$ cat src/rtl/shift_load_ctrl.sv
// Loads a parallel word MSB-first into a serial-in left-shift register,
// then compares the register's parallel readback with the word it sent.
module shift_load_ctrl #(
    parameter int WIDTH = 4,
    parameter int ERR_W = 8
) (
    input  logic             clk,
    input  logic             rstn,
    input  logic             in_valid,
    input  logic [WIDTH-1:0] in_data,
    output logic             in_ready,
    output logic             sd,
    output logic             sen,
    input  logic [WIDTH-1:0] q,
    output logic             done,
    output logic             err,
    output logic [ERR_W-1:0] err_cnt
);
    localparam int CNT_W = $clog2(WIDTH);
    localparam logic [CNT_W-1:0] CNT_LAST = CNT_W'(WIDTH - 1);
    localparam logic [CNT_W-1:0] IDX_TOP  = CNT_W'(WIDTH - 2);
    localparam logic [CNT_W-1:0] CNT_ONE  = CNT_W'(1);
    localparam logic [ERR_W-1:0] ERR_ONE  = ERR_W'(1);

    typedef enum logic [1:0] {
        IDLE,
        SHIFT,
        CHECK
    } state_t;

    state_t           state_q, state_d;
    logic [CNT_W-1:0] cnt_q, cnt_d;
    logic [WIDTH-1:0] word_q, word_d;
    logic             sd_q, sd_d;
    logic             sen_q, sen_d;
    logic             done_q, done_d;
    logic             err_q, err_d;
    logic [ERR_W-1:0] err_cnt_q, err_cnt_d;
    logic [CNT_W-1:0] bit_idx;
    logic             mismatch;

    assign in_ready = (state_q == IDLE);
    assign sd       = sd_q;
    assign sen      = sen_q;
    assign done     = done_q;
    assign err      = err_q;
    assign err_cnt  = err_cnt_q;

    always_comb begin
        state_d   = state_q;
        cnt_d     = cnt_q;
        word_d    = word_q;
        sd_d      = sd_q;
        sen_d     = sen_q;
        done_d    = 1'b0;
        err_d     = 1'b0;
        err_cnt_d = err_cnt_q;
        // The MSB already went out on the accept edge, so count c sends bit WIDTH-2-c.
        bit_idx   = IDX_TOP - cnt_q;
        mismatch  = (q != word_q);

        case (state_q)
            IDLE: begin
                if (in_valid) begin
                    word_d  = in_data;
                    sd_d    = in_data[WIDTH-1];
                    sen_d   = 1'b1;
                    cnt_d   = '0;
                    state_d = SHIFT;
                end
            end
            SHIFT: begin
                if (cnt_q == CNT_LAST) begin
                    sd_d    = 1'b0;
                    sen_d   = 1'b0;
                    state_d = CHECK;
                end else begin
                    cnt_d = cnt_q + CNT_ONE;
                    sd_d  = word_q[bit_idx];
                end
            end
            CHECK: begin
                done_d  = 1'b1;
                err_d   = mismatch;
                state_d = IDLE;
                if (mismatch && (err_cnt_q != '1)) begin
                    err_cnt_d = err_cnt_q + ERR_ONE;
                end
            end
            default: begin
                state_d = IDLE;
                sd_d    = 1'b0;
                sen_d   = 1'b0;
            end
        endcase
    end

    always_ff @(posedge clk or negedge rstn) begin
        if (!rstn) begin
            state_q   <= IDLE;
            cnt_q     <= '0;
            word_q    <= '0;
            sd_q      <= 1'b0;
            sen_q     <= 1'b0;
            done_q    <= 1'b0;
            err_q     <= 1'b0;
            err_cnt_q <= '0;
        end else begin
            state_q   <= state_d;
            cnt_q     <= cnt_d;
            word_q    <= word_d;
            sd_q      <= sd_d;
            sen_q     <= sen_d;
            done_q    <= done_d;
            err_q     <= err_d;
            err_cnt_q <= err_cnt_d;
        end
    end

endmodule
$ cat config.mk
export PLATFORM = sky130hd
export DESIGN_NAME = shift_load_ctrl
export DESIGN_NICKNAME = d
export VERILOG_FILES = /design/src/rtl/shift_load_ctrl.sv
export SDC_FILE = /design/constraint.sdc
export NUM_CORES = 1
export LEC_CHECK = 0
export ABC_AREA = 0
export CAP_MARGIN = 20
export CORE_ASPECT_RATIO = 0.5
export CORE_MARGIN = 1
export CORE_UTILIZATION = 30
export CTS_CLUSTER_SIZE = 12
export DETAILED_ROUTE_END_ITERATION = 12
export PLACE_DENSITY = 0.61
export SLEW_MARGIN = 20
export SYNTH_ARGS = -nofsm -noshare
export SYNTH_HDL_FRONTEND = slang
export SYNTH_SLANG_ARGS = --single-unit
$ cat constraint.sdc
create_clock -name clk -period 2.4 [get_ports clk]
set_clock_uncertainty 0.2 [all_clocks]
set_input_delay 0.36 -clock clk [delete_from_list [all_inputs] [get_ports clk]]
set_output_delay 0.36 -clock clk [all_outputs]
set_load 0.03 [all_outputs]
* After elaboration in Yosys (flattened, before gate mapping)
Cells that the tools add are included.
** Storage, ports and cells
- Register bits after elaboration :: 20
- Bits of input ports :: 11
- Output and inout bits :: 13
** Operators by class
- $add $sub $neg :: 3
- Magnitude comparators :: 1
- Equal/unequal tests :: 8
- Mux-type cells :: 16
- Bitwise logic cells :: 1
- Reductions and logical operators :: 9
** Operator list (count)
- $add 8x1->8 const B :: 1
- $mux 2 :: 4
- $ne 8x8->1 const B :: 1
- $pmux 2 s2 :: 2
- $reduce_and 2->1 :: 4
- $mux 1 :: 7
- $ne 2x2->1 const B :: 3
- $pmux 1 s3 :: 2
- $reduce_and 3->1 :: 2
- $eq 2x2->1 const B :: 2
- $ne 4x4->1 :: 1
- $lt 2x3->1 const B :: 1
- $add 2x1->2 const B :: 1
- $bmux 1 s2 :: 1
- $eq 2x1->1 const B :: 1
- $logic_not 2->1 :: 1
- $reduce_bool 2->1 :: 1
- $sub 2x2->2 const A :: 1
- $logic_and 1x1->1 :: 1
- $not 1->1 :: 1

* Depth between registers and ports, before layout
Gate-level depths: netlist of run 1.
- Word-level depth :: 5
- Gate-level depth with buffers :: 5
- Gate-level depth less buffers :: 5

* Worst setup path before layout of run 1
Ideal clock, no wire load.
- Kind :: register to register
- Start point :: register state_q[0]
- End point :: register word_q[0]
- Library setup time :: 125 ps
- Arrival :: 1631 ps
- Required time :: 2075 ps
- Path slack :: 445 ps
- Cell stages (with the launch flop) :: 5
- Cell sequence :: dfrtp_1 clkbuf_1 nor2_1 and2_0 mux2_2
** Between the ends
- Longest elaborated chain between the ends :: 2
** Ends and longest elaborated chain
- start, declared :: line 31 : state_t state_q, state_d;
- start signal, assigned :: line 109 : state_q <= state_d;
- $logic_not 2->1
- via in_ready :: line 11 : output logic in_ready,
- $reduce_and 2->1 (no line)
- end signal, assigned :: line 111 : word_q <= word_d;
- end, declared :: line 33 : logic [WIDTH-1:0] word_q, word_d;
The timed path passes the listed nets, and every way through them passes these cells.
A chain may end at the register's enable or synchronous reset.

* Final worst setup path of run 1
- Start point :: register state_q[0]
- End point :: output in_ready
** Between the ends
- Longest elaborated chain between the ends :: 1
** Ends and longest elaborated chain
- $logic_not 2->1 :: line 42 : assign in_ready = (state_q == IDLE);
- end, declared :: line 11
No other way between the ends.

==> results of run 1 <==
[through the flow]
| step | setup WS [ns] | power (mW) | hold WS, ns | instances | cell area, sq um |
|---|---|---|---|---|---|
| 4_1_cts | 0.200 | 1.38 | 0.235 | 147 | 1290 |
| 5_1_grt | 0.113 | 1.46 | 0.266 | 147 | 1290 |
| 6_report | 0.218 | 1.35 | 0.233 | 147 | 1290 |
| 3_5_place_dp | 0.0859 | 1.11 | 0.284 | 143 | 1240 |
| 2_1_floorplan | 0.445 | 0.917 | -0.136 | 80 | 952 |
| 3_3_place_gp | 0.115 | 1.09 | 0.284 | 143 | 1240 |
[logic make-up (layout without fill, tap and decap cells)]
kind of cell    Yosys count  in the layout  share of synthesized area
xor+xnor                 11             11                      0.101
mux                       7              7                      0.101
flops                    20             20                      0.526
fa+ha+maj                 2              2                     0.0263
compound gates            9              9                     0.0762
buf+inv                   4             31                     0.0158
simple gates             27             27                      0.154
[layer usage]
metal  global-route usage  vias to the layer above  part of all wire  wire, um
met5                    0                        -                 0         0
met1                0.155                      327              0.48       836
met4               0.0421                        0            0.0074        13
met2                0.193                       13              0.46       818
met3               0.0571                        2             0.052        92
li1                     -                      338                 -         -
[final timing paths]
kind,to,slack [ns],cells past startpoint
max,in_ready,0.22,2
min,cnt_q[1]$_DFFE_PN0P_,0.23,2
max reg2reg,err_cnt[1]$_DFFE_PN0P_,0.48,4
min reg2reg,err_cnt[6]$_DFFE_PN0P_,0.29,1
max in group asynchronous,err_cnt[2]$_DFFE_PN0P_,1.56,2
min in group clk,err_cnt[6]$_DFFE_PN0P_,0.29,1
[cells in the mapped netlist, drive strengths merged (2+ instances only)]
| cell | n | area [sq um] |
|---|---|---|
| dfrtp | 20 | 500 |
| mux2 | 5 | 60.1 |
| nand2b | 2 | 12.5 |
| inv | 3 | 11.3 |
| nand3 | 4 | 20.0 |
| ha | 2 | 25.0 |
| nor2 | 5 | 21.3 |
| nor4 | 3 | 18.8 |
| o21ai | 4 | 20.0 |
| a21oi | 3 | 15.0 |
| xor2 | 11 | 96.3 |
| nor3 | 2 | 10.0 |
| nand2 | 4 | 15.0 |
[registers in the layout, indices dropped and copies added, names as in the netlist]
signal	flops
state_q	2
cnt_q	2
done	1
word_q	4
sen	1
err_cnt	8
err	1
sd	1
[layout by cell type (no fill, tap or decap)]
cell             instances
a21oi_1                  3
a41o_1                   1
and2_0                   1
and2b_1                  1
and3_1                   1
buf_4                    1
clkbuf_8                 4
clkdlybuf4s50_1         23
dfrtp_1                 20
ha_1                     2
inv_1                    3
mux2_2                   4
mux2_4                   1
mux2i_1                  1
mux4_1                   1
nand2_1                  4
nand2b_1                 2
nand3_1                  4
nand4_1                  1
nor2_1                   4
nor2_2                   1
nor2b_1                  1
nor3_1                   2
nor3b_1                  1
nor4_1                   3
nor4b_1                  1
o21ai_0                  4
o41ai_4                  1
xor2_1                  11
[where the power goes]
group	switching (mW)	leakage, nW	internal, mW
clock	0.107	0.0288	0.146
combinational	0.278	0.306	0.273
sequential	0.110	0.254	0.441
[layout make-up]
cell class	instances	area, sq um	share of cell area
inverter	3	11.3	0.00872
sequential	20	500	0.388
tap	40	50.0	0.0388
multi-input combinational	56	437	0.338
clock buffer	4	55.1	0.0426
timing repair buffer	24	238	0.184
[critical path, stage by stage (launching register included)]
cell	delay [ns]
dfrtp_1	0.48
nor2_1	0.19
clkdlybuf4s50_1	0.69
==> flow_summary.yaml, run 1 <==
status:
  status: "completed"
setup_path:
  crit_path_end_kind: "output pin"
  crit_start: "state_q[0]$_DFFE_PN0P_"
  path_class: "reg2out"
  cp_max_fo: 11
  cp.arrival_ns: 1.62
  reg2reg_from: "word_q[1]$_DFFE_PN0P_"
  worstPathRequired_ns: 1.84
  start_kind: "register"
yosys:
  synth.avg_cell_area_sq_um: 11.9
  synth_edf_count: 0
  synth_seq_cells: 20
  netlist_area_sq_um: 952
  async_flop_share: 1.00
  synthesis.nets: 93
  yosysSeqAreaShare: 0.526
  ys.flop_type: "dfrtp_1"
  yosys_warnings: 0
  synth_cells: 80
  synth.distinct_cells: 27
die:
  die-area_sq_um: 3420
  rows: 14
  die_y_um: 41.8
  core_region_area_sq_um: 3010
  io_pins: 24
  start_util: 0.316
  dieWidth_um: 81.7
timing:
  worst_pin_slew_ns: 0.521
  hold_viol_final: 0
  setup_violations: 0
  finalSetupTns_ns: 0
  clock.fmax_ghz: 0.458
  slew_headroom: 0.652
  rsz0062_at_grt: "false"
  fin_crit_ns: 2.18
  fin_crit_sh: 0.909
  finalMaxSlewViolations: 0
clock_network:
  ctsHoldBuffers: 0
  clock_tree.root_cell: "clkbuf_8"
  postCtsResizedCells: 0
  cts_tree: "yes"
  cts_setup_buffers: 0
  numCtsBuffers: 3
  cts.sinks: 20
  clkTransAtPathRegs_ns: 0.07
  clk_latency_ns: 0.26
  h-tree-depth: 1
  clockBufferDepth: 2
route:
  drc: 0
  final_antenna_net_count: 0
  wire_per_inst_um: 12.0
  drt_pre_antenna_iters: 4
  drt_iter0_drc: 32
  viasPerCell: 4.63
  vias: 680
  wl_mm: 1.76
global_routing:
  grt_pass1_vias: 695
  grt_max_degree: 21
  grt_first_pass_wirelength_mm: 3.12
  grt_overflow_total: 0
  gr-usage-all-layers: 0.125
  antenna_found_initial: 0
pwr:
  ir_worst_vdd_v: 0.000631
  power_leakage_nw: 0.588
  powerDensity_nw_per_um2: 1050
finish:
  utilization: 0.429
  drive_above_1_share: 0.112
  n_antenna_cell: 0
  area_growth_pct: 35.6
  num-fill-cells: 286
  nets: 121
place:
  gp_congestion: 0.714
  dp_hpwl_mm: 1.29
  portBuffers: 23
flow_run:
  maxCapViolCount: 0
min_path:
  hp-class: "in2async"
No activity file was read; power rests on OpenSTA's default activity.
==> run 2: changes to the inputs <==
Settings changed: CORE_UTILIZATION 30 to 34, HOLD_SLACK_MARGIN set to 0.06, PLACE_DENSITY 0.61 to 0.67.
==> flow_summary.yaml, run 2 (same netlist as run 1, synthesis figures left out) <==
status:
  status: "completed"
clock_network:
  clk_latency_ns: 0.25
  clockBufferDepth: 2
  postCtsResizedCells: 0
  numCtsBuffers: 3
  clkTransAtPathRegs_ns: 0.07
  cts.sinks: 20
  h-tree-depth: 1
  ctsHoldBuffers: 0
  cts_tree: "yes"
  clock_tree.root_cell: "clkbuf_8"
  cts_setup_buffers: 0
place:
  dp_slack_ns: 0.174
  portBuffers: 23
  dp_hpwl_mm: 1.33
  dp_cells: 141
  gp_congestion: 0.767
finish:
  layout_commonest_cell: "clkdlybuf4s50_1"
  final_cell_mix: "clkdlybuf4s50_1, dfrtp_1, xor2_1"
  seq_area_sq_um: 500
  layout.cells.non_filler: 145
  multiInputGateArea_sq_um: 437
  area_growth_pct: 36.0
  nets: 122
  n_antenna_cell: 0
  num-fill-cells: 239
  drive_above_1_share: 0.120
  largest_register_ffs: 8
timing:
  fin_crit_ns: 2.15
  clock.fmax_ghz: 0.465
  timing.hold.ws_ns: 0.238
  setup_violations: 0
  rsz0062_at_grt: "false"
  worst_pin_slew_ns: 0.444
  slew_headroom: 0.703
  finalMaxSlewViolations: 0
  fin_crit_sh: 0.897
  fin_ws_ns: 0.248
  hold_viol_final: 0
  finalSetupTns_ns: 0
die:
  rows: 13
  io_pins: 24
  die_y_um: 39.4
  core_region_area_sq_um: 2620
  start_util: 0.364
  die-area_sq_um: 3030
  dieWidth_um: 76.8
setup_path:
  max_stage_delay_ns: 0.69
  cp.arrival_ns: 1.59
  path_class: "reg2out"
  path_delay_family: "buffers and inverters"
  cp.buffers_inverters: 1
  cp_slowest_cell: "clkdlybuf4s50_1"
  worstPathRequired_ns: 1.84
  crit_path_end_kind: "output pin"
  start_kind: "register"
  cp_max_fo: 11
  cp_cell_sequence: "nor2_1, clkdlybuf4s50_1"
min_path:
  hp-class: "in2async"
route:
  drt_iter0_drc: 29
  viasPerCell: 4.61
  wire_per_inst_um: 12.3
  vias: 669
  drc: 0
  wl_mm: 1.78
  drt_pre_antenna_iters: 4
  final_antenna_net_count: 0
pwr:
  totalPowerFinal_mw: 1.35
  powerDensity_nw_per_um2: 1040
  ir_worst_vdd_v: 0.000681
  power_leakage_nw: 0.592
global_routing:
  gr-usage-all-layers: 0.134
  antenna_found_initial: 0
  grt_first_pass_wirelength_mm: 2.94
  grt_max_degree: 21
  grt_overflow_total: 0
  grt_pass1_vias: 638
flow_run:
  maxCapViolCount: 0
run 2: changes by cell type in the layout (fill, tap and decap cells not counted):
cell and delta:
buf_4 +1
run 2: layout make-up:
class,count,share of cell area
tap,37,0.0357
inverter,3,0.00870
clock buffer,4,0.0425
sequential,20,0.386
multi-input combinational,56,0.337
timing repair buffer,25,0.189
run 2: path summary, 6_finish.rpt:
check	from	to	slack (ns)	depth (start not counted)
worst max-delay path	state_q[0]$_DFFE_PN0P_	in_ready	0.25	2
worst min register to register	err_cnt[6]$_DFFE_PN0P_	err_cnt[6]$_DFFE_PN0P_	0.30	1
max in group asynchronous	rstn	word_q[2]$_DFFE_PN0P_	1.55	2
worst min-delay path	rstn	state_q[1]$_DFFE_PN0P_	0.24	2
min in group clk	err_cnt[6]$_DFFE_PN0P_	err_cnt[6]$_DFFE_PN0P_	0.30	1
worst max register to register	state_q[0]$_DFFE_PN0P_	err_cnt[5]$_DFFE_PN0P_	0.50	5
run 2: per-stage QoR:
stage	utilization	area, sq um
floorplan	-	952
global placement	0.473	1240
detailed placement	0.473	1240
CTS	0.495	1290
global route	0.495	1290
finish	0.495	1290
run 2: report_power, final:
part           switching, mW  total [mW]  internal, mW
clock network          0.110       0.256         0.146
registers              0.111       0.551         0.440
logic                  0.272       0.544         0.273
run 2: layer usage:
metal  up-vias  wire [um]  track usage
met5         -          0            0
met4         0         17       0.0288
met3         2         46       0.0488
met2         9        853        0.225
met1       322        861        0.168
li1        336          -            -
==> run 3: changes to the inputs <==
Settings changed: CORE_UTILIZATION 34 to 30, PLACE_DENSITY 0.67 to 0.61, SETUP_SLACK_MARGIN set to 0.5.
==> flow_summary.yaml, run 3 (same netlist as run 1, synthesis figures left out) <==
status:
  status: "completed"
route:
  drc: 0
  final_antenna_net_count: 0
  viasPerCell: 4.73
  wire_per_inst_um: 12.8
  vias: 705
  drt_pre_antenna_iters: 4
  drt_iter0_drc: 31
  wl_mm: 1.90
timing:
  fin_crit_ns: 1.88
  setup_violations: 0
  hold_viol_final: 0
  clock.fmax_ghz: 0.532
  finalMaxSlewViolations: 0
  worst_pin_slew_ns: 0.509
  finalSetupTns_ns: 0
  rsz0062_at_grt: "true"
  slew_headroom: 0.659
  timing.hold.ws_ns: 0.233
  fin_crit_sh: 0.784
pwr:
  power_frac_seq: 0.416
  internal-power_mw: 0.852
  p_comb_frac: 0.398
  switchingPower_mw: 0.510
  power_leakage_nw: 0.654
  clock_power_share: 0.186
  switching_share: 0.374
  ir_worst_vdd_v: 0.000477
  powerDensity_nw_per_um2: 1010
global_routing:
  antenna_found_initial: 0
  gr-usage-all-layers: 0.132
  grt_pass1_vias: 676
  grt_max_degree: 21
  grt_first_pass_wirelength_mm: 3.26
  grt_overflow_total: 0
die:
  rows: 14
  die_y_um: 41.8
  core_region_area_sq_um: 3010
  io_pins: 24
  dieWidth_um: 81.7
  start_util: 0.316
  die-area_sq_um: 3420
finish:
  num-fill-cells: 303
  drive_above_1_share: 0.202
  largest_register_ffs: 8
  layout_commonest_cell: "dfrtp_1"
  n_antenna_cell: 0
  utilization: 0.446
  nets: 123
  area_growth_pct: 41.3
  multiInputGateArea_sq_um: 483
  seq_area_sq_um: 500
  final_cell_mix: "dfrtp_1, clkdlybuf4s50_1, dlygate4sd2_1"
setup_path:
  path_delay_family: "buffers and inverters"
  worstPathRequired_ns: 2.38
  max_stage_delay_ns: 0.50
  cp_cell_sequence: "clkdlybuf4s50_1, xor2_2, o41ai_4, buf_4, nor4_2, xor2_1"
  cp_slowest_cell: "clkdlybuf4s50_1"
  cp.buffers_inverters: 2
  start_kind: "input pin"
  path_class: "in2reg"
  crit_path_end_kind: "register"
  cp_max_fo: 8
  cp.arrival_ns: 1.86
clock_network:
  cts_tree: "yes"
  cts.sinks: 20
  clock_tree.root_cell: "clkbuf_8"
  h-tree-depth: 1
  clkTransAtPathRegs_ns: 0.07
  clk_latency_ns: 0.25
  numCtsBuffers: 3
  clockBufferDepth: 2
flow_run:
  maxCapViolCount: 0
place:
  portBuffers: 23
  dp_hpwl_mm: 1.34
  gp_congestion: 0.732
min_path:
  hp-class: "in2async"
-- run 3: final timing paths --
kind	start	end	slack (ns)	cells past startpoint
worst max register to register	state_q[0]$_DFFE_PN0P_	err_cnt[5]$_DFFE_PN0P_	0.54	5
worst max-delay path	q[1]	err_cnt[5]$_DFFE_PN0P_	0.52	6
max in group asynchronous	rstn	done$_DFF_PN0_	1.56	2
min in group clk	err_cnt[7]$_DFFE_PN0P_	err_cnt[7]$_DFFE_PN0P_	0.29	1
worst min register to register	err_cnt[7]$_DFFE_PN0P_	err_cnt[7]$_DFFE_PN0P_	0.29	1
worst min-delay path	rstn	cnt_q[0]$_DFFE_PN0P_	0.23	2
-- run 3: power by group through the flow --
| stage | Combinational (mW) | Clock, mW | Sequential [mW] |
|---|---|---|---|
| 6_report | 0.542 | 0.253 | 0.567 |
| 5_1_grt | 0.594 | 0.281 | 0.588 |
| 4_1_cts | 0.543 | 0.265 | 0.566 |
| 3_5_place_dp | 0.545 | 0 | 0.561 |
| 3_3_place_gp | 0.538 | 0 | 0.560 |
| 2_1_floorplan | 0.324 | 0 | 0.598 |
-- run 3: final cells by class --
cell class,count,share of cell area
tap,40,0.0372
clock buffer,4,0.0409
sequential,20,0.372
timing repair buffer,26,0.182
inverter,3,0.00837
multi-input combinational,56,0.359
-- run 3: per-stage QoR --
step	cells	instance area [sq um]	worst slack (ns)	total power, mW
5_1_grt	149	1350	0.432	1.46
3_5_place_dp	144	1250	0.182	1.11
2_1_floorplan	80	955	0.539	0.921
3_3_place_gp	144	1250	0.186	1.10
4_1_cts	149	1330	0.505	1.37
6_report	149	1350	0.519	1.36
-- run 3: repair_timing --
item                                    in CTS  in global routing
resized for setup                           16                  5
pin swaps                                    1                  1
endpoints found under the hold margin        0                  0
setup buffers                                1                  0
endpoints found under the setup margin      13                  7
hold buffers                                 0                  0
-- run 3: metal layers --
| layer | track usage | vias up | part of all wire |
|---|---|---|---|
| met5 | 0 | - | 0 |
| met4 | 0.0526 | 0 | 0.024 |
| met3 | 0.0396 | 7 | 0.038 |
| met2 | 0.210 | 13 | 0.50 |
| met1 | 0.167 | 347 | 0.43 |
| li1 | - | 338 | - |
